`config.mk`:
```
export PLATFORM = sky130hd
export DESIGN_NAME = wavetable_loader
export DESIGN_NICKNAME = d
export VERILOG_FILES = /design/src/rtl/wavetable_loader.sv
export SDC_FILE = /design/constraint.sdc
export NUM_CORES = 1
export LEC_CHECK = 0
export BUFFER_PORTS_ARGS = -buffer_cell sky130_fd_sc_hd__buf_2
export CORE_UTILIZATION = 55
export CTS_BUF_LIST = sky130_fd_sc_hd__clkbuf_4 sky130_fd_sc_hd__clkbuf_8 sky130_fd_sc_hd__clkbuf_16
export DETAILED_ROUTE_END_ITERATION = 8
export MAX_ROUTING_LAYER = met4
export PLACE_DENSITY = 0.79
export SYNTH_ARGS = -nofsm -noshare
export SYNTH_HDL_FRONTEND = slang
export SYNTH_SLANG_ARGS = --single-unit
export TNS_END_PERCENT = 5
```
`constraint.sdc`:
```
create_clock -name clk_in -period 5 [get_ports clk_in]
set_input_delay 0.5 -clock clk_in [delete_from_list [all_inputs] [get_ports clk_in]]
set_output_delay 0.5 -clock clk_in [all_outputs]
set_load 0.005 [all_outputs]
```
`src/rtl/wavetable_loader.sv`:
```
// wavetable_loader: write-side companion of the waveform playback oscillator.
// Accepts a valid/ready byte stream and packs each group of RAM_WIDTH/8 bytes,
// MSB first, into one sample. It then writes that sample through port A of the
// waveform RAM, one address after another, from 0 to RAM_DEPTH-1.
//
// Optional build macro: WAVETABLE_LOADER_CHECKSUM_EN
//   When defined, the loader keeps a running XOR of every data byte.
//   After the last sample it enters a CHECK state and consumes one more byte,
//   which it compares with that XOR. A mismatch raises error_out, which stays
//   set until the next start_in.
//   When undefined, there is no CHECK state and error_out is tied to 0.
//
// RAM_WIDTH must be a multiple of 8.

module wavetable_loader #(
   parameter int RAM_WIDTH = 24,
   parameter int RAM_DEPTH = 512
) (
   input  logic                         clk_in,
   input  logic                         rst_in,
   input  logic                         start_in,
   input  logic                         abort_in,
   input  logic [7:0]                   byte_in,
   input  logic                         byte_valid_in,
   output logic                         byte_ready_out,
   output logic [$clog2(RAM_DEPTH)-1:0] wr_addr_out,
   output logic [RAM_WIDTH-1:0]         wr_data_out,
   output logic                         wr_en_out,
   output logic                         busy_out,
   output logic                         done_out,
   output logic                         error_out
);

   // Derived sizes. BYTES_PER_SAMPLE always follows RAM_WIDTH.
   localparam int BYTES_PER_SAMPLE = RAM_WIDTH / 8;
   localparam int ADDR_W           = $clog2(RAM_DEPTH);
   localparam int CNT_W            = (BYTES_PER_SAMPLE > 1) ? $clog2(BYTES_PER_SAMPLE) : 1;
   // The shift register holds only the bytes that come before the final byte
   // of a group. The final byte goes straight into the write data.
   localparam int SHIFT_W          = (RAM_WIDTH > 8) ? RAM_WIDTH - 8 : 8;

   localparam logic [CNT_W-1:0]  LAST_CNT  = CNT_W'(BYTES_PER_SAMPLE - 1);
   localparam logic [ADDR_W-1:0] LAST_ADDR = ADDR_W'(RAM_DEPTH - 1);

   localparam logic [1:0] ST_IDLE  = 2'd0;
   localparam logic [1:0] ST_LOAD  = 2'd1;
`ifdef WAVETABLE_LOADER_CHECKSUM_EN
   localparam logic [1:0] ST_CHECK = 2'd2;
`endif

   logic [1:0]           state_reg,   state_next;
   logic [CNT_W-1:0]     cnt_reg,     cnt_next;
   logic [ADDR_W-1:0]    addr_reg,    addr_next;
   logic [SHIFT_W-1:0]   shift_reg,   shift_next;
   logic [ADDR_W-1:0]    wr_addr_reg, wr_addr_next;
   logic [RAM_WIDTH-1:0] wr_data_reg, wr_data_next;
   logic                 wr_en_reg,   wr_en_next;
   logic                 busy_reg,    busy_next;
   logic                 done_reg,    done_next;
`ifdef WAVETABLE_LOADER_CHECKSUM_EN
   logic [7:0]           xor_reg,     xor_next;
   logic                 error_reg,   error_next;
`endif

   logic                 accept;
   logic                 last_byte;
   logic                 last_addr;
   logic [RAM_WIDTH-1:0] packed_word;
   logic [SHIFT_W-1:0]   shift_in;

   // A byte is taken only when it is offered and the loader is listening.
   assign accept    = byte_valid_in && byte_ready_out;
   assign last_byte = (cnt_reg == LAST_CNT);
   assign last_addr = (addr_reg == LAST_ADDR);

   // Build the full sample and the shifted partial word. Narrow widths must not
   // slice below bit 0, so the structure depends on RAM_WIDTH.
   generate
      if (RAM_WIDTH >= 24) begin : g_wide
         assign packed_word = {shift_reg, byte_in};
         assign shift_in    = {shift_reg[SHIFT_W-9:0], byte_in};
      end else if (RAM_WIDTH == 16) begin : g_two_byte
         assign packed_word = {shift_reg, byte_in};
         assign shift_in    = byte_in;
      end else begin : g_one_byte
         assign packed_word = byte_in;
         assign shift_in    = byte_in;
      end
   endgenerate

   // Next-state and next-output logic for the IDLE/LOAD(/CHECK) sequencer.
   always_comb begin
      state_next   = state_reg;
      cnt_next     = cnt_reg;
      addr_next    = addr_reg;
      shift_next   = shift_reg;
      wr_addr_next = wr_addr_reg;
      wr_data_next = wr_data_reg;
      wr_en_next   = 1'b0;
      busy_next    = busy_reg;
      done_next    = 1'b0;
`ifdef WAVETABLE_LOADER_CHECKSUM_EN
      xor_next     = xor_reg;
      error_next   = error_reg;
`endif

      case (state_reg)
         ST_IDLE: begin
            // start_in beats a simultaneous abort_in, which has no meaning here.
            if (start_in) begin
               state_next = ST_LOAD;
               cnt_next   = '0;
               addr_next  = '0;
               shift_next = '0;
               busy_next  = 1'b1;
`ifdef WAVETABLE_LOADER_CHECKSUM_EN
               xor_next   = 8'h00;
               error_next = 1'b0;
`endif
            end
         end

         ST_LOAD: begin
            if (abort_in) begin
               // Drop the partial sample. Samples already written stay in RAM.
               state_next = ST_IDLE;
               cnt_next   = '0;
               shift_next = '0;
               busy_next  = 1'b0;
            end else if (accept) begin
`ifdef WAVETABLE_LOADER_CHECKSUM_EN
               xor_next = xor_reg ^ byte_in;
`endif
               if (last_byte) begin
                  wr_en_next   = 1'b1;
                  wr_addr_next = addr_reg;
                  wr_data_next = packed_word;
                  cnt_next     = '0;
                  shift_next   = '0;
                  if (last_addr) begin
                     // The table is full. The address stays at the final entry.
`ifdef WAVETABLE_LOADER_CHECKSUM_EN
                     state_next = ST_CHECK;
`else
                     state_next = ST_IDLE;
                     busy_next  = 1'b0;
                     done_next  = 1'b1;
`endif
                  end else begin
                     addr_next = addr_reg + 1'b1;
                  end
               end else begin
                  cnt_next   = cnt_reg + 1'b1;
                  shift_next = shift_in;
               end
            end
         end

`ifdef WAVETABLE_LOADER_CHECKSUM_EN
         ST_CHECK: begin
            if (abort_in) begin
               state_next = ST_IDLE;
               busy_next  = 1'b0;
            end else if (accept) begin
               // The trailing byte is the sender's XOR of the whole table.
               state_next = ST_IDLE;
               busy_next  = 1'b0;
               done_next  = 1'b1;
               error_next = (byte_in != xor_reg);
            end
         end
`endif

         default: begin
            state_next = ST_IDLE;
            busy_next  = 1'b0;
         end
      endcase
   end

   // State and output registers. Reset clears everything immediately.
   always_ff @(posedge clk_in or posedge rst_in) begin
      if (rst_in) begin
         state_reg   <= ST_IDLE;
         cnt_reg     <= '0;
         addr_reg    <= '0;
         shift_reg   <= '0;
         wr_addr_reg <= '0;
         wr_data_reg <= '0;
         wr_en_reg   <= 1'b0;
         busy_reg    <= 1'b0;
         done_reg    <= 1'b0;
      end else begin
         state_reg   <= state_next;
         cnt_reg     <= cnt_next;
         addr_reg    <= addr_next;
         shift_reg   <= shift_next;
         wr_addr_reg <= wr_addr_next;
         wr_data_reg <= wr_data_next;
         wr_en_reg   <= wr_en_next;
         busy_reg    <= busy_next;
         done_reg    <= done_next;
      end
   end

`ifdef WAVETABLE_LOADER_CHECKSUM_EN
   // Checksum accumulator and the sticky mismatch flag.
   always_ff @(posedge clk_in or posedge rst_in) begin
      if (rst_in) begin
         xor_reg   <= 8'h00;
         error_reg <= 1'b0;
      end else begin
         xor_reg   <= xor_next;
         error_reg <= error_next;
      end
   end

   assign error_out = error_reg;
`else
   assign error_out = 1'b0;
`endif

   // The loader never stalls while a load is active, so ready is decoded from the state.
   assign byte_ready_out = (state_reg != ST_IDLE);
   assign wr_addr_out    = wr_addr_reg;
   assign wr_data_out    = wr_data_reg;
   assign wr_en_out      = wr_en_reg;
   assign busy_out       = busy_reg;
   assign done_out       = done_reg;

endmodule

```
; Yosys cells after proc, flatten, opt, wreduce, memory -nomap -nowiden
; Index checks and enable logic that the tools add are counted.
[totals]
ramBits = 0
out_inout_bits = 38
memories = 0
input_bits = 13
wordCells = 68
latchBits = 0
rom_bits = 0
reg_bits = 65
[classes]
shifts = 0
bitwise = 1
n_mux = 37
n_eq_ne = 11
n_mul = 0
add_sub_neg = 2
reduce_logical = 8
n_lt_le_gt_ge = 0
n_div = 0
[op_table]
columns = cell, count
row1 = 2-to-1 mux 16 bit, 4
row2 = 2-to-1 mux 9 bit, 5
row3 = one-hot mux 16 bit (2 select lines), 1
row4 = 2-to-1 mux 2 bit, 9
row5 = one-hot mux 9 bit (2 select lines), 1
row6 = 2-to-1 mux 1 bit, 14
row7 = != test 2 bit (second input constant), 5
row8 = adder 9 x 1 -> 9 bit (second input constant), 1
row9 = equality test 9 bit (second input constant), 1
row10 = != test 3 bit (second input constant), 3
row11 = one-hot mux 2 bit (2 select lines), 2
row12 = AND reduction 4 bit, 2
row13 = AND reduction 6 bit, 1
row14 = nonzero test 2 bit, 2
row15 = AND reduction 3 bit, 1
row16 = adder 2 x 1 -> 2 bit (second input constant), 1
row17 = equality test 2 x 1 -> 1 bit (second input constant), 1
row18 = equality test 2 bit (second input constant), 1
row19 = zero test 2 bit, 1
row20 = one-hot mux 1 bit (2 select lines), 1
row21 = logical AND 1 bit, 1
row22 = inverter 1 bit, 1

; Logic depth before layout (Yosys ltp)
; Gate-level depths: netlist of the first run.
[depth]
ltp_word = 6
ltp_mapped = 8
mapped_depth_nobuf = 8

; Least setup slack after synthesis of the first run
; No wires, ideal clock.
[synth_timing]
path_kind = register to register
startpoint = reg addr_reg[0]
endpoint = reg addr_reg[5]
required_ns = 4.923
setup_ns = 0.077
stages_incl_launch_ff = 9
synth_period_minus_slack_ns = 2.267
path_buffers = 0
path_slack_ns = 2.733
arrival_ns = 2.189
cell_sequence = dfrtp_1 > ha_1 > and3_1 > and4_1 > ha_1 > nor3b_4 > nand2_4 > or4_1 > a21oi_1
[synth_between]
elab_chain_len = 6
word_cells_on_any_way = 9
classes_between = add/sub: 1 / eq/ne: 2 / mux: 5 / reduce/logical: 1
[synth_lines]
columns = item, line
row1 = "start, declared", 53  ; logic [ADDR_W-1:0] addr_reg, addr_next;
row2 = "start signal, assigned", 196  ; addr_reg <= addr_next;
row3 = adder 9 x 1 -> 9 bit, 150  ; addr_next = addr_reg + 1'b1;
row4 = 2-to-1 mux 9 bit, 140  ; if (last_addr) begin
row5 = 2-to-1 mux 9 bit, 134  ; if (last_byte) begin
row6 = 2-to-1 mux 9 bit, 130  ; end else if (accept) begin
row7 = 2-to-1 mux 9 bit, 124  ; if (abort_in) begin
row8 = one-hot mux 9 bit (2 select lines), 107  ; case (state_reg)
; Parallel ways exist; a longest one is shown, timed or not. The select of a mux whose other input is x is not followed.
; A chain may end at the register's enable or synchronous reset.

; Worst setup path in the final report of the first run
; Ends and elaborated chain as after synthesis.

==> results of run 1 <==
synth_stat cells, types with 2 or more instances:
cell	n	area [sq um]
sky130_fd_sc_hd__buf_6	3	33.78
sky130_fd_sc_hd__a221o_1	2	20.02
sky130_fd_sc_hd__o21ai_0	16	80.08
sky130_fd_sc_hd__buf_2	2	10.01
sky130_fd_sc_hd__clkbuf_1	4	15.01
sky130_fd_sc_hd__ha_1	2	25.02
sky130_fd_sc_hd__o31ai_1	2	15.01
sky130_fd_sc_hd__nand3_1	3	15.01
sky130_fd_sc_hd__nor3_1	2	10.01
sky130_fd_sc_hd__nor2_1	4	15.01
sky130_fd_sc_hd__xnor2_1	2	17.52
sky130_fd_sc_hd__mux2_2	34	382.9
sky130_fd_sc_hd__nand2b_1	2	12.51
sky130_fd_sc_hd__and3_1	3	18.77
sky130_fd_sc_hd__inv_1	3	11.26
sky130_fd_sc_hd__buf_4	2	15.01
sky130_fd_sc_hd__and2_1	2	12.51
sky130_fd_sc_hd__xor2_1	2	17.52
sky130_fd_sc_hd__dfrtp_1	63	1577
sky130_fd_sc_hd__a22o_1	2	17.52
sky130_fd_sc_hd__nand2_1	34	127.6
sky130_fd_sc_hd__nand4_1	2	12.51
cells by family after synthesis:
kind of cell    count (synthesis)  share of synthesized area, %
flops                          63                         60.64
simple gates                   60                         11.55
mux                            34                         14.73
compound gates                 29                         7.363
buf+inv                        14                         3.272
xor+xnor                        4                         1.348
fa+ha+maj                       2                        0.9623
other cells                     1                        0.1442
power groups by stage:
| stage | Combinational [W] | Clock, W | Sequential (W) |
|---|---|---|---|
| 2_1_floorplan | 0.0000621 | 0 | 0.000568 |
| 3_3_place_gp | 0.0000948 | 0 | 0.000569 |
| 3_5_place_dp | 0.0000985 | 0 | 0.000571 |
| 4_1_cts | 0.0000988 | 0.000486 | 0.000562 |
| 5_1_grt | 0.000109 | 0.000507 | 0.000565 |
| 6_report | 0.0000970 | 0.000475 | 0.000562 |
per-stage QoR:
stage	hold slack [ns]	cell area (sq um)	setup WS [ns]	util, %	std cells
2_1_floorplan	0.4444	2600	2.733	-	207
3_3_place_gp	0.4573	2849	2.657	64.10	298
3_5_place_dp	0.4672	2849	2.569	64.10	298
4_1_cts	0.4006	3064	2.549	68.95	313
5_1_grt	0.4198	3064	2.417	68.95	313
6_report	0.3909	3064	2.519	68.95	313
worst min-delay path, delay by kind of cell:
family | cells | cell delay [ns]
buffers and inverters | 3 | 0.73
cell type report:
cell class | count | area, sq um | area share [%]
Inverter | 3 | 11.26 | 0.3675
Multi-Input combinational cell | 130 | 943.4 | 30.79
Clock inverter | 4 | 70.07 | 2.287
Tap cell | 52 | 65.06 | 2.123
Clock buffer | 11 | 145.1 | 4.737
Sequential cell | 63 | 1577 | 51.45
Timing Repair Buffer | 50 | 252.7 | 8.248
per-layer routing:
metal  vias to the layer above  track usage, %  share of wire [%]
met2                        42           31.41                 47
met4                         0           9.333                1.6
met3                         8           5.556                3.8
li1                        819               -                  -
met5                         -               -                  0
met1                       827           28.36                 48
worst max path at each step:
stage	start	endpoint	slack [ns]	cells past startpoint
finish	addr_reg[0]	addr_reg[5]	2.52	8
floorplan	addr_reg[0]	addr_reg[5]	2.73	8
global route	addr_reg[0]	addr_reg[5]	2.42	8
detailed placement	addr_reg[0]	addr_reg[5]	2.57	8
global placement	addr_reg[0]	addr_reg[5]	2.66	8
CTS	addr_reg[0]	addr_reg[5]	2.55	8
==> results.rst, run 1 <==
.. list-table::
   :header-rows: 1

   * - Metric
     - Value
   * - Outcome
     - finished with violations
   * - Violations in the final reports
     - DRC
   * - Post-route clock period utilization
     - 49.63%
   * - Power density over cell area
     - 370.2 mW/mm^2
   * - Wire length of the first global-routing pass
     - around 7800 um
   * - Count of mapped cells out of synthesis
     - 207
   * - Power consumption
     - 0.001134 W
   * - Setup repair bufs after CTS
     - 0
   * - Post-detailed-routing wire length
     - 4680 um
   * - Ordered list of cells on the worst path
     - ha_1 -> and3_1 -> and4_1 -> ha_1 -> nor3b_4 -> nand2_4 -> or4_1 -> a21oi_1
   * - Max FO, Critical Path
     - 9
   * - Worst path top cell family by delay
     - simple AND/OR/NAND/NOR gates
   * - Worst Skew
     - ~0.0065 ns
   * - Fraction of layout instances using a drive strength above 1
     - between 40% and 50%
   * - Number of buffer and inverter instances along the worst setup path
     - 0
   * - Yosys warns
     - 0
   * - Leading cell type in the layout, fill and taps excluded
     - sky130_fd_sc_hd__dfrtp_1
   * - Number of buffers inserted during clock tree synthesis
     - 9
   * - Leakage component of the power
     - approximately 1.6 nW
   * - Total Routing Usage GR
     - between 20% and 30%
   * - Netlist cell types
     - 38
   * - Clock input transition at the sequential cells of the worst setup and hold paths
     - about 0.07 ns
   * - DRC violations left
     - 8
   * - Sequential Power Share
     - 49.5%
   * - Final min period
     - 2.482 ns
   * - HPWL reported at the end of detailed placement
     - between 3000 and 4000 um
   * - Highest-count cells in the layout ignoring fill and taps
     - sky130_fd_sc_hd__dfrtp_1 (63), sky130_fd_sc_hd__buf_2 (49), sky130_fd_sc_hd__nand2_1 (34), sky130_fd_sc_hd__mux2_2 (34), sky130_fd_sc_hd__o21ai_0 (16)
   * - Fmax
     - 403.0 MHz
   * - Initial DRT Pass Iterations
     - 6
   * - H-tree depth
     - 3
   * - Largest vdd supply drop
     - approximately 200 uV
   * - Mean post-synth cell area
     - 12.56 sq um
   * - Switching part of the total power
     - between 20% and 30%
   * - Aggregate negative setup slack
     - 0 ns
   * - Cell seen most often among critical-path stages
     - sky130_fd_sc_hd__ha_1
   * - Terminus of the critical flop-to-flop path
     - addr_reg[5]
   * - Final-layout fill cell count
     - 337
   * - Count of buffers inserted at the top-level ports
     - a little under 50
   * - Worst min-delay path category
     - in -> async
   * - Detailed-route via count
     - 1,696
   * - Clock latency of the later-clocked register in the worst-skew pair
     - 0.33 ns
   * - Number of nets in the layout
     - 272
   * - Slowest cell on the critical path
     - sky130_fd_sc_hd__or4_1
   * - Number of flip-flops in the largest register
     - 24
   * - Critical path capture point type
     - flip-flop
   * - Seq cells post-synth
     - 63
   * - TritonCTS clock tree
     - built
   * - Die X-Extent
     - 70.76 um
   * - Critical path data arrival time
     - 2.74 ns
   * - Number of buffers on the longest clock path
     - 2
   * - Maximum number of pins on one net before global-route repair
     - 64
   * - Total net switching power
     - 0.0002558 W
   * - Max-slew violation count
     - 0
   * - Initial antenna violation count
     - 0
   * - Proportion of synthesized flip-flops having asynchronous set or reset
     - 100.0%
   * - Synthesized area
     - 0.002600 sq mm
   * - Synth Net Count
     - 222
   * - Startpoint-to-endpoint class of the critical path
     - reg -> reg
   * - Wirelength per Cell
     - roughly 15 um
   * - Via count of the first global-routing pass
     - between 1,500 and 2,000
   * - Core area
     - 0.004444 sq mm
   * - Total congestion overflow after global routing
     - 0
   * - Initial DRC count
     - ~130
   * - Post-synthesis sequential area ratio
     - about three fifths
   * - Placement row count
     - 24
   * - Die Footprint
     - about 0.005 sq mm
   * - Boundary pin count
     - 51
   * - Setup violations, final
     - 0
   * - Number of synthesized flops with an enable pin
     - 0
   * - Slew Limit Headroom
     - around 24%
   * - Initial Util
     - 58.50%
   * - Clock sink count
     - 63
   * - Number of gates resized after CTS
     - 0
   * - Actual slew at the worst max-slew pin
     - between 1 and 1.5 ns
   * - RSZ-0062 raised after global routing
     - no
   * - GPL Wtd Cong
     - 0.8417
   * - Antenna diode count
     - 0
   * - Clk Tree Root Cell
     - sky130_fd_sc_hd__clkbuf_8
   * - Reg-to-reg startpoint
     - addr_reg[0]
   * - Proportion of power drawn by the clock network
     - about two fifths
   * - Hold Buf Count CTS
     - 0
   * - Most used flip-flop cell after synthesis
     - sky130_fd_sc_hd__dfrtp_1
   * - Via-to-Cell Ratio
     - 5.419
   * - Required time worst endpoint
     - 5.26 ns
   * - Die H
     - 70.76 um
   * - Slowest Stage Delay on Critical Path
     - 0.49 ns
   * - Worst setup slack for register-to-register paths
     - roughly 2.5 ns
   * - Cell Int Power
     - 0.0008786 W
   * - Number of failing hold endpoints at the final stage
     - 0
   * - Post-route ant nets
     - 0
   * - Crit path launch type
     - flip-flop
   * - Layout-stage area growth over the synthesis result
     - 17.85%
   * - Depth of the most critical reg-to-reg path
     - 8
   * - Combinational Power Share
     - 8.6%
   * - Number of maximum-capacitance violations
     - 0
No activity file was read; power rests on OpenSTA's default activity.
==> run 2, diff against run 1 <==
Settings changed: ABC_AREA set to 1, CORE_UTILIZATION 55 to 49, PLACE_DENSITY 0.79 to 0.74.
Clock period 5 ns to 2 ns, I/O delays scaled along.
==> results.rst, run 2 <==
.. list-table::
   :header-rows: 1

   * - Metric
     - Value
   * - Post-route clock period utilization
     - 89.84% (+40 points)
   * - Slowest cell on the critical path
     - sky130_fd_sc_hd__dfrtp_1
   * - DRC violations left
     - 0 (-8)
   * - Clock latency of the later-clocked register in the worst-skew pair
     - 0.34 ns (about the same)
   * - Setup repair bufs after CTS
     - 0 (unchanged)
   * - Post-route ant nets
     - 0 (unchanged)
   * - HPWL reported at the end of detailed placement
     - 3583 um (+14%)
   * - Cell Int Power
     - 0.002434 W (+180%)
   * - Fmax
     - 556.6 MHz (+38%)
   * - Top-count cell post-synth
     - sky130_fd_sc_hd__nand2_1
   * - H-tree depth
     - 3 (unchanged)
   * - Die Footprint
     - 0.005814 sq mm (+16%)
   * - Synth Net Count
     - 303 (+36%)
   * - Via count of the first global-routing pass
     - 1,956 (+21%)
   * - Proportion of power drawn by the clock network
     - 36.7% (-5.2 points)
   * - Outcome
     - complete, no violations
   * - Slew Limit Headroom
     - 60.38% (+36 points)
   * - Clock input transition at the sequential cells of the worst setup and hold paths
     - 0.07 ns (about the same)
   * - Final core occ
     - 61.63% (-7.3 points)
   * - Clk Tree Root Cell
     - sky130_fd_sc_hd__clkbuf_8
   * - Number of synthesized flops with an enable pin
     - 0 (unchanged)
   * - Number of buffers on the longest clock path
     - 2 (unchanged)
   * - Commonest cells in the synthesized netlist
     - sky130_fd_sc_hd__nand2_1 (86), sky130_fd_sc_hd__dfrtp_1 (63), sky130_fd_sc_hd__inv_1 (34), sky130_fd_sc_hd__o21ai_1 (30), sky130_fd_sc_hd__o31ai_1 (16)
   * - Wire length of the first global-routing pass
     - 9128 um (+18%)
   * - Worst min-delay path category
     - in -> reg
   * - Initial antenna violation count
     - 0 (unchanged)
   * - Initial DRC count
     - 113 (-12%)
   * - Worst Skew
     - 0.005945 ns (-0.0005509 ns)
   * - Aggregate negative setup slack
     - 0 ns (unchanged)
   * - Number of buffers inserted during clock tree synthesis
     - 9 (unchanged)
   * - Placement Setup Slack
     - 0.1931 ns (-2.376 ns)
   * - Highest-count cells in the layout ignoring fill and taps
     - sky130_fd_sc_hd__nand2_1 (86), sky130_fd_sc_hd__dfrtp_1 (63), sky130_fd_sc_hd__buf_2 (49)
   * - Detailed-route via count
     - 2,041 (+20%)
   * - Boundary pin count
     - 51 (unchanged)
   * - Ordered list of cells on the worst path
     - ha_1 -> nand2_1 -> inv_1 -> nand3_1 -> nor2_1 -> ha_1 -> nor2_4 -> nand2_2 -> nand2_4 -> inv_2 -> nand2_1 -> o21ai_1
   * - Layout-stage area growth over the synthesis result
     - 18.76%
   * - Sequential Power Share
     - 46.9% (-2.6 points)
   * - Hold Buf Count CTS
     - 1 (+1)
   * - Maximum number of pins on one net before global-route repair
     - 46 (-28%)
   * - Initial DRT Pass Iterations
     - 4 (-2)
   * - Max FO, Critical Path
     - 9 (unchanged)
   * - Power density over cell area
     - 1052 mW/mm^2 (+180%)
   * - Fraction of layout instances using a drive strength above 1
     - 23.62% (-17 points)
   * - Number of gates resized after CTS
     - 0 (unchanged)
   * - TritonCTS clock tree
     - built
   * - GPL Wtd Cong
     - 0.7640 (-9.2%)
   * - Required time worst endpoint
     - 2.23 ns (-3.03 ns)
   * - Slowest Stage Delay on Critical Path
     - 0.40 ns (-0.09 ns)
   * - Count of buffers inserted at the top-level ports
     - 49 (unchanged)
   * - Core area
     - 0.005205 sq mm (+17%)
   * - Wirelength per Cell
     - 12.75 um (-15%)
   * - Startpoint-to-endpoint class of the critical path
     - reg -> reg
   * - Leakage component of the power
     - 1.649 nW (+2.1%)
   * - Area share of the largest cell type after synthesis
     - 58.36% (-2.3 points)
   * - Post-detailed-routing wire length
     - 5264 um (+12%)
   * - Number of flip-flops in the largest register
     - 24 (unchanged)
   * - Final min period
     - 1.797 ns (-0.6848 ns)
   * - Synth area leaders
     - sky130_fd_sc_hd__dfrtp_1 (58%), sky130_fd_sc_hd__nand2_1 (12%), sky130_fd_sc_hd__o21ai_1 (5.6%), sky130_fd_sc_hd__inv_1 (4.7%), sky130_fd_sc_hd__o31ai_1 (4.4%)
   * - Proportion of synthesized flip-flops having asynchronous set or reset
     - 100.0% (unchanged)
   * - Mean post-synth cell area
     - 9.380 sq um (-25%)
   * - Number of failing hold endpoints at the final stage
     - 0 (unchanged)
   * - Actual slew at the worst max-slew pin
     - 0.5934 ns (-0.5397 ns)
   * - RSZ-0062 raised after global routing
     - no
   * - Worst path top cell family by delay
     - simple AND/OR/NAND/NOR gates
   * - Combinational Power Share
     - 16.5% (+7.9 points)
   * - Crit path launch type
     - flip-flop
   * - Seq cells post-synth
     - 63 (unchanged)
   * - Placement row count
     - 26 (+8.3%)
   * - Most used flip-flop cell after synthesis
     - sky130_fd_sc_hd__dfrtp_1
   * - Critical path data arrival time
     - 2.03 ns (-0.71 ns)
   * - Initial Util
     - 51.90% (-6.6 points)
   * - Leading cell type in the layout, fill and taps excluded
     - sky130_fd_sc_hd__nand2_1
   * - Clock sink count
     - 63 (unchanged)
   * - Number of nets in the layout
     - 354 (+30%)
   * - Number of maximum-capacitance violations
     - 0 (unchanged)
   * - Final setup margin
     - 0.2033 ns (-2.315 ns)
   * - Power consumption
     - 0.003376 W (+200%)
   * - Setup violations, final
     - 0 (unchanged)
   * - Yosys warns
     - 0 (unchanged)
   * - Via-to-Cell Ratio
     - 4.942 (-8.8%)
   * - Die H
     - 76.25 um (+7.8%)
   * - Critical path capture point type
     - flip-flop
   * - Total net switching power
     - 0.0009422 W (+270%)
   * - Netlist cell types
     - 23 (-39%)
   * - Die X-Extent
     - 76.25 um (+7.8%)
   * - Antenna diode count
     - 0 (unchanged)
   * - Synthesized area
     - 0.002701 sq mm (+3.9%)
   * - Largest vdd supply drop
     - 497.4 uV (+140%)
   * - Count of mapped cells out of synthesis
     - 288 (+39%)
   * - Total congestion overflow after global routing
     - 0 (unchanged)
   * - Max-slew violation count
     - 0 (unchanged)
   * - Cell type contributing the most total cell area after synthesis
     - sky130_fd_sc_hd__dfrtp_1
   * - Total Routing Usage GR
     - 21.04% (-0.34 points)
   * - Switching part of the total power
     - 27.91% (+5.4 points)
   * - Number of buffer and inverter instances along the worst setup path
     - 2 (+2)
   * - Post-synthesis sequential area ratio
     - 58.36% (-2.3 points)
==> run 2: power by group through the flow <==
stage	combinational, W	clock (W)	sequential [W]
6_report	0.000556	0.00124	0.00158
3_5_place_dp	0.000562	0	0.00160
5_1_grt	0.000633	0.00130	0.00161
4_1_cts	0.000566	0.00126	0.00158
3_3_place_gp	0.000539	0	0.00159
2_1_floorplan	0.000390	0	0.00158
==> run 2: area by class of cell <==
type	count	area (sq um)
tap	70	87.58
clock buffer	12	152.6
inverter	37	143.9
sequential	63	1577
timing repair buffer	53	302.8
fill	455	1997
clock inverter	3	67.56
multi-input combinational	175	877.1
==> run 2: metrics by stage <==
stage | std cells | area (sq um) | hold slack [ns]
2_1_floorplan | 288 | 2701 | 0.3528
3_5_place_dp | 397 | 2978 | 0.3056
3_3_place_gp | 397 | 2978 | 0.2897
6_report | 413 | 3208 | 0.1160
4_1_cts | 413 | 3208 | 0.1037
5_1_grt | 413 | 3208 | 0.1193
==> run 2: metal layers <==
| layer | vias up | routed length (um) | global-route usage, % |
|---|---|---|---|
| li1 | 1021 | - | - |
| met1 | 957 | 2443 | 26.68 |
| met2 | 54 | 2515 | 31.89 |
| met3 | 9 | 235 | 5.509 |
| met4 | 0 | 71 | 9.423 |
| met5 | - | 0 | - |
==> run 2: cell families (layout without fill, tap and decap cells) <==
| group | count (synthesis) | after routing | synth area share, % |
|---|---|---|---|
| simple gates | 115 | 115 | 18.85 |
| flops | 63 | 63 | 58.36 |
| compound gates | 57 | 57 | 12.55 |
| buf+inv | 50 | 105 | 9.171 |
| fa+ha+maj | 2 | 2 | 0.9262 |
| other cells | 1 | 1 | 0.1388 |
==> run 2: worst min-delay path: stages <==
cell and delay (ns):
sky130_fd_sc_hd__buf_2 0.09, sky130_fd_sc_hd__inv_1 0.06, sky130_fd_sc_hd__o21ai_1 0.06
==> run 2: worst paths after layout <==
kind | from | endpoint | slack (ns) | depth (start not counted)
worst max-delay path | addr_reg[0] | addr_reg[3] | 0.20 | 12
worst min-delay path | byte_in[6] | wr_data_out[6] | 0.12 | 3
worst max register to register | addr_reg[0] | addr_reg[3] | 0.20 | 12
worst min register to register | wr_data_out[20] | wr_data_out[20] | 0.48 | 2
max in group asynchronous | rst_in | wr_data_out[19] | 0.94 | 4
min in group asynchronous | rst_in | wr_addr_out[5] | 0.46 | 3
==> run 3, diff against run 2 <==
Settings changed: CORE_UTILIZATION 49 to 51, CTS_BUF_LIST sky130_fd_sc_hd__clkbuf_4 sky130_fd_sc_hd__clkbuf_8 sky130_fd_sc_hd__clkbuf_16 to sky130_fd_sc_hd__clkbuf_8, PLACE_DENSITY 0.74 to 0.76.
==> results.rst, run 3 (synthesis results as in run 2) <==
.. list-table::
   :header-rows: 1

   * - Metric
     - Value
   * - Number of failing hold endpoints at the final stage
     - 0 (unchanged)
   * - H-tree depth
     - 3 (unchanged)
   * - Wirelength per Cell
     - 12.10 um (-5.1%)
   * - Worst setup slack for register-to-register paths
     - 0.18 ns (-0.02 ns)
   * - Clock input transition at the sequential cells of the worst setup and hold paths
     - 0.07 ns (about the same)
   * - Via count of the first global-routing pass
     - 1,840 (-5.9%)
   * - Crit path launch type
     - flip-flop
   * - Sequential cell area
     - 0.001577 sq mm (unchanged)
   * - Layout-stage area growth over the synthesis result
     - 18.71% (about the same)
   * - Critical path data arrival time
     - 2.03 ns (about the same)
   * - Setup violations, final
     - 0 (unchanged)
   * - Required time worst endpoint
     - 2.22 ns (about the same)
   * - Placement Setup Slack
     - 0.1900 ns (-0.003123 ns)
   * - Largest vdd supply drop
     - 628.0 uV (+26%)
   * - Leading cell type in the layout, fill and taps excluded
     - sky130_fd_sc_hd__nand2_1
   * - Fmax
     - 549.8 MHz (-1.2%)
   * - Wire length of the first global-routing pass
     - 8300 um (-9.1%)
   * - HP Start
     - byte_in[6]
   * - Final-layout fill cell count
     - 466 (+2.4%)
   * - Post-route clock period utilization
     - 90.94% (+1.1 points)
   * - DRC violations left
     - 0 (unchanged)
   * - Worst setup path startpoint
     - addr_reg[0]
   * - Final setup margin
     - 0.1812 ns (-0.02205 ns)
   * - Peak-usage layer in the global routing report
     - met2
   * - Area taken by multi-input logic gates
     - 877.1 sq um (unchanged)
   * - Terminus of the critical flop-to-flop path
     - addr_reg[3]
   * - RSZ-0062 raised after global routing
     - no
   * - Initial DRC count
     - 200 (+77%)
   * - Outcome
     - complete, no violations
   * - Hold Buf Count CTS
     - 1 (unchanged)
   * - Maximum number of pins on one net before global-route repair
     - 64 (+39%)
   * - Placement row count
     - 26 (unchanged)
   * - Clock sink count
     - 63 (unchanged)
   * - TritonCTS clock tree
     - built
   * - Post-detailed-routing wire length
     - 5010 um (-4.8%)
   * - Total Routing Usage GR
     - 21.20% (+0.16 points)
   * - Critical path capture point type
     - flip-flop
   * - Max FO, Critical Path
     - 9 (unchanged)
   * - Number of nets in the layout
     - 355 (+0.28%)
   * - Max-slew violation count
     - 0 (unchanged)
   * - GR Layer Usage met1
     - 28.15% (+1.5 points)
   * - Depth of the most critical reg-to-reg path
     - 12 (unchanged)
   * - Core area
     - 0.005107 sq mm (-1.9%)
   * - Clock latency of the later-clocked register in the worst-skew pair
     - 0.34 ns (about the same)
   * - Number of buffers on the longest clock path
     - 2 (unchanged)
   * - Initial DRT Pass Iterations
     - 4 (unchanged)
   * - Aggregate negative setup slack
     - 0 ns (unchanged)
   * - Clk Tree Root Cell
     - sky130_fd_sc_hd__clkbuf_8
   * - Die H
     - 74.78 um (-1.9%)
   * - Detailed-route via count
     - 2,034 (-0.34%)
   * - Initial antenna violation count
     - 0 (unchanged)
   * - Via-to-Cell Ratio
     - 4.913 (-0.58%)
   * - Highest-count cells in the layout ignoring fill and taps
     - sky130_fd_sc_hd__nand2_1 (86), sky130_fd_sc_hd__dfrtp_1 (63), sky130_fd_sc_hd__buf_2 (49)
   * - Fraction of layout instances using a drive strength above 1
     - 23.55% (-0.069 points)
   * - Met3 track utilization from global routing
     - 4.819% (-0.69 points)
   * - Destination of the critical timing path
     - addr_reg[3]
   * - Number of buffers inserted during clock tree synthesis
     - 9 (unchanged)
   * - Startpoint-to-endpoint class of the critical path
     - reg -> reg
   * - Initial Util
     - 52.89% (+0.99 points)
   * - Post-route ant nets
     - 0 (unchanged)
   * - Setup repair bufs after CTS
     - 0 (unchanged)
   * - Die Footprint
     - 0.005592 sq mm (-3.8%)
   * - Antenna diode count
     - 0 (unchanged)
   * - GPL Wtd Cong
     - 0.7876 (+3.1%)
   * - Number of gates resized after CTS
     - 0 (unchanged)
   * - GR met2 Demand/Resource
     - 29.73% (-2.2 points)
   * - Total congestion overflow after global routing
     - 0 (unchanged)
   * - Reg-to-reg startpoint
     - addr_reg[0]
   * - Final min period
     - 1.819 ns (+0.02205 ns)
   * - Die X-Extent
     - 74.78 um (-1.9%)
   * - Power density over cell area
     - 1037 mW/mm^2 (-1.5%)
   * - Worst min-delay path category
     - in -> reg
   * - Number of flip-flops in the largest register
     - 24 (unchanged)
   * - Worst Skew
     - 0.005430 ns (-0.0005152 ns)
   * - HPWL reported at the end of detailed placement
     - 3400 um (-5.1%)
   * - Count of buffers inserted at the top-level ports
     - 49 (unchanged)
   * - Number of maximum-capacitance violations
     - 0 (unchanged)
   * - Boundary pin count
     - 51 (unchanged)
   * - Leakage component of the power
     - 1.655 nW (+0.32%)
## run 3: changes by cell type in the layout (fill, tap and decap cells not counted), sizes merged
cell and delta:
clkbuf -2, clkinv +2, buf +1, clkinvlp -1, inv +1
## run 3: worst min-delay path by stage
stage,endpoint,slack (ns),cells past startpoint
after global routing,shift_reg[0],0.13,3
final,wr_data_out[6],0.12,3
after CTS,wr_data_out[6],0.10,3
after global placement,wr_data_out[4],0.29,3
after detailed placement,wr_data_out[5],0.30,3
after floorplan,wr_data_out[0],0.35,2
## run 3: metrics by stage
stage          hold WS (ns)  total power (W)  area [sq um]  instances  util, %
3_3_place_gp         0.2874         0.002143          2985        398    58.45
2_1_floorplan        0.3528         0.001974          2701        288        -
6_report             0.1190         0.003326          3207        414    62.79
4_1_cts              0.1041         0.003361          3207        414    62.79
3_5_place_dp         0.2952         0.002174          2985        398    58.45
5_1_grt              0.1259         0.003518          3207        414    62.79
## run 3: worst max-delay path, stage by stage, from the launching register on
cell	delay (ns)
sky130_fd_sc_hd__dfrtp_1	0.40
sky130_fd_sc_hd__ha_1	0.23
sky130_fd_sc_hd__nand2_1	0.11
sky130_fd_sc_hd__inv_1	0.07
sky130_fd_sc_hd__nand3_1	0.10
sky130_fd_sc_hd__nor2_1	0.05
sky130_fd_sc_hd__ha_1	0.22
sky130_fd_sc_hd__nor2_4	0.14
sky130_fd_sc_hd__nand2_2	0.09
sky130_fd_sc_hd__nand2_4	0.10
sky130_fd_sc_hd__inv_2	0.08
sky130_fd_sc_hd__nand2_1	0.06
sky130_fd_sc_hd__o21ai_1	0.06
## run 3: power by group
group	switching, W	internal [W]	total, W
sequential	0.000125	0.00146	0.00158
combinational	0.000334	0.000232	0.000565
clock	0.000459	0.000720	0.00118
## run 3: area by class of cell
class,count,share of cell area (%)
well taps,70,2.731
clock inverters,5,2.302
repair buffers,54,9.676
multi-input cells,175,27.35
clock buffers,10,4.292
inverters,37,4.487
flip-flops and latches,63,49.16
## run 3: per-layer routing
layer,wire [um],vias to the layer above
met4,53,0
met2,2426,51
met5,0,-
li1,-,1025
met3,234,4
met1,2296,954
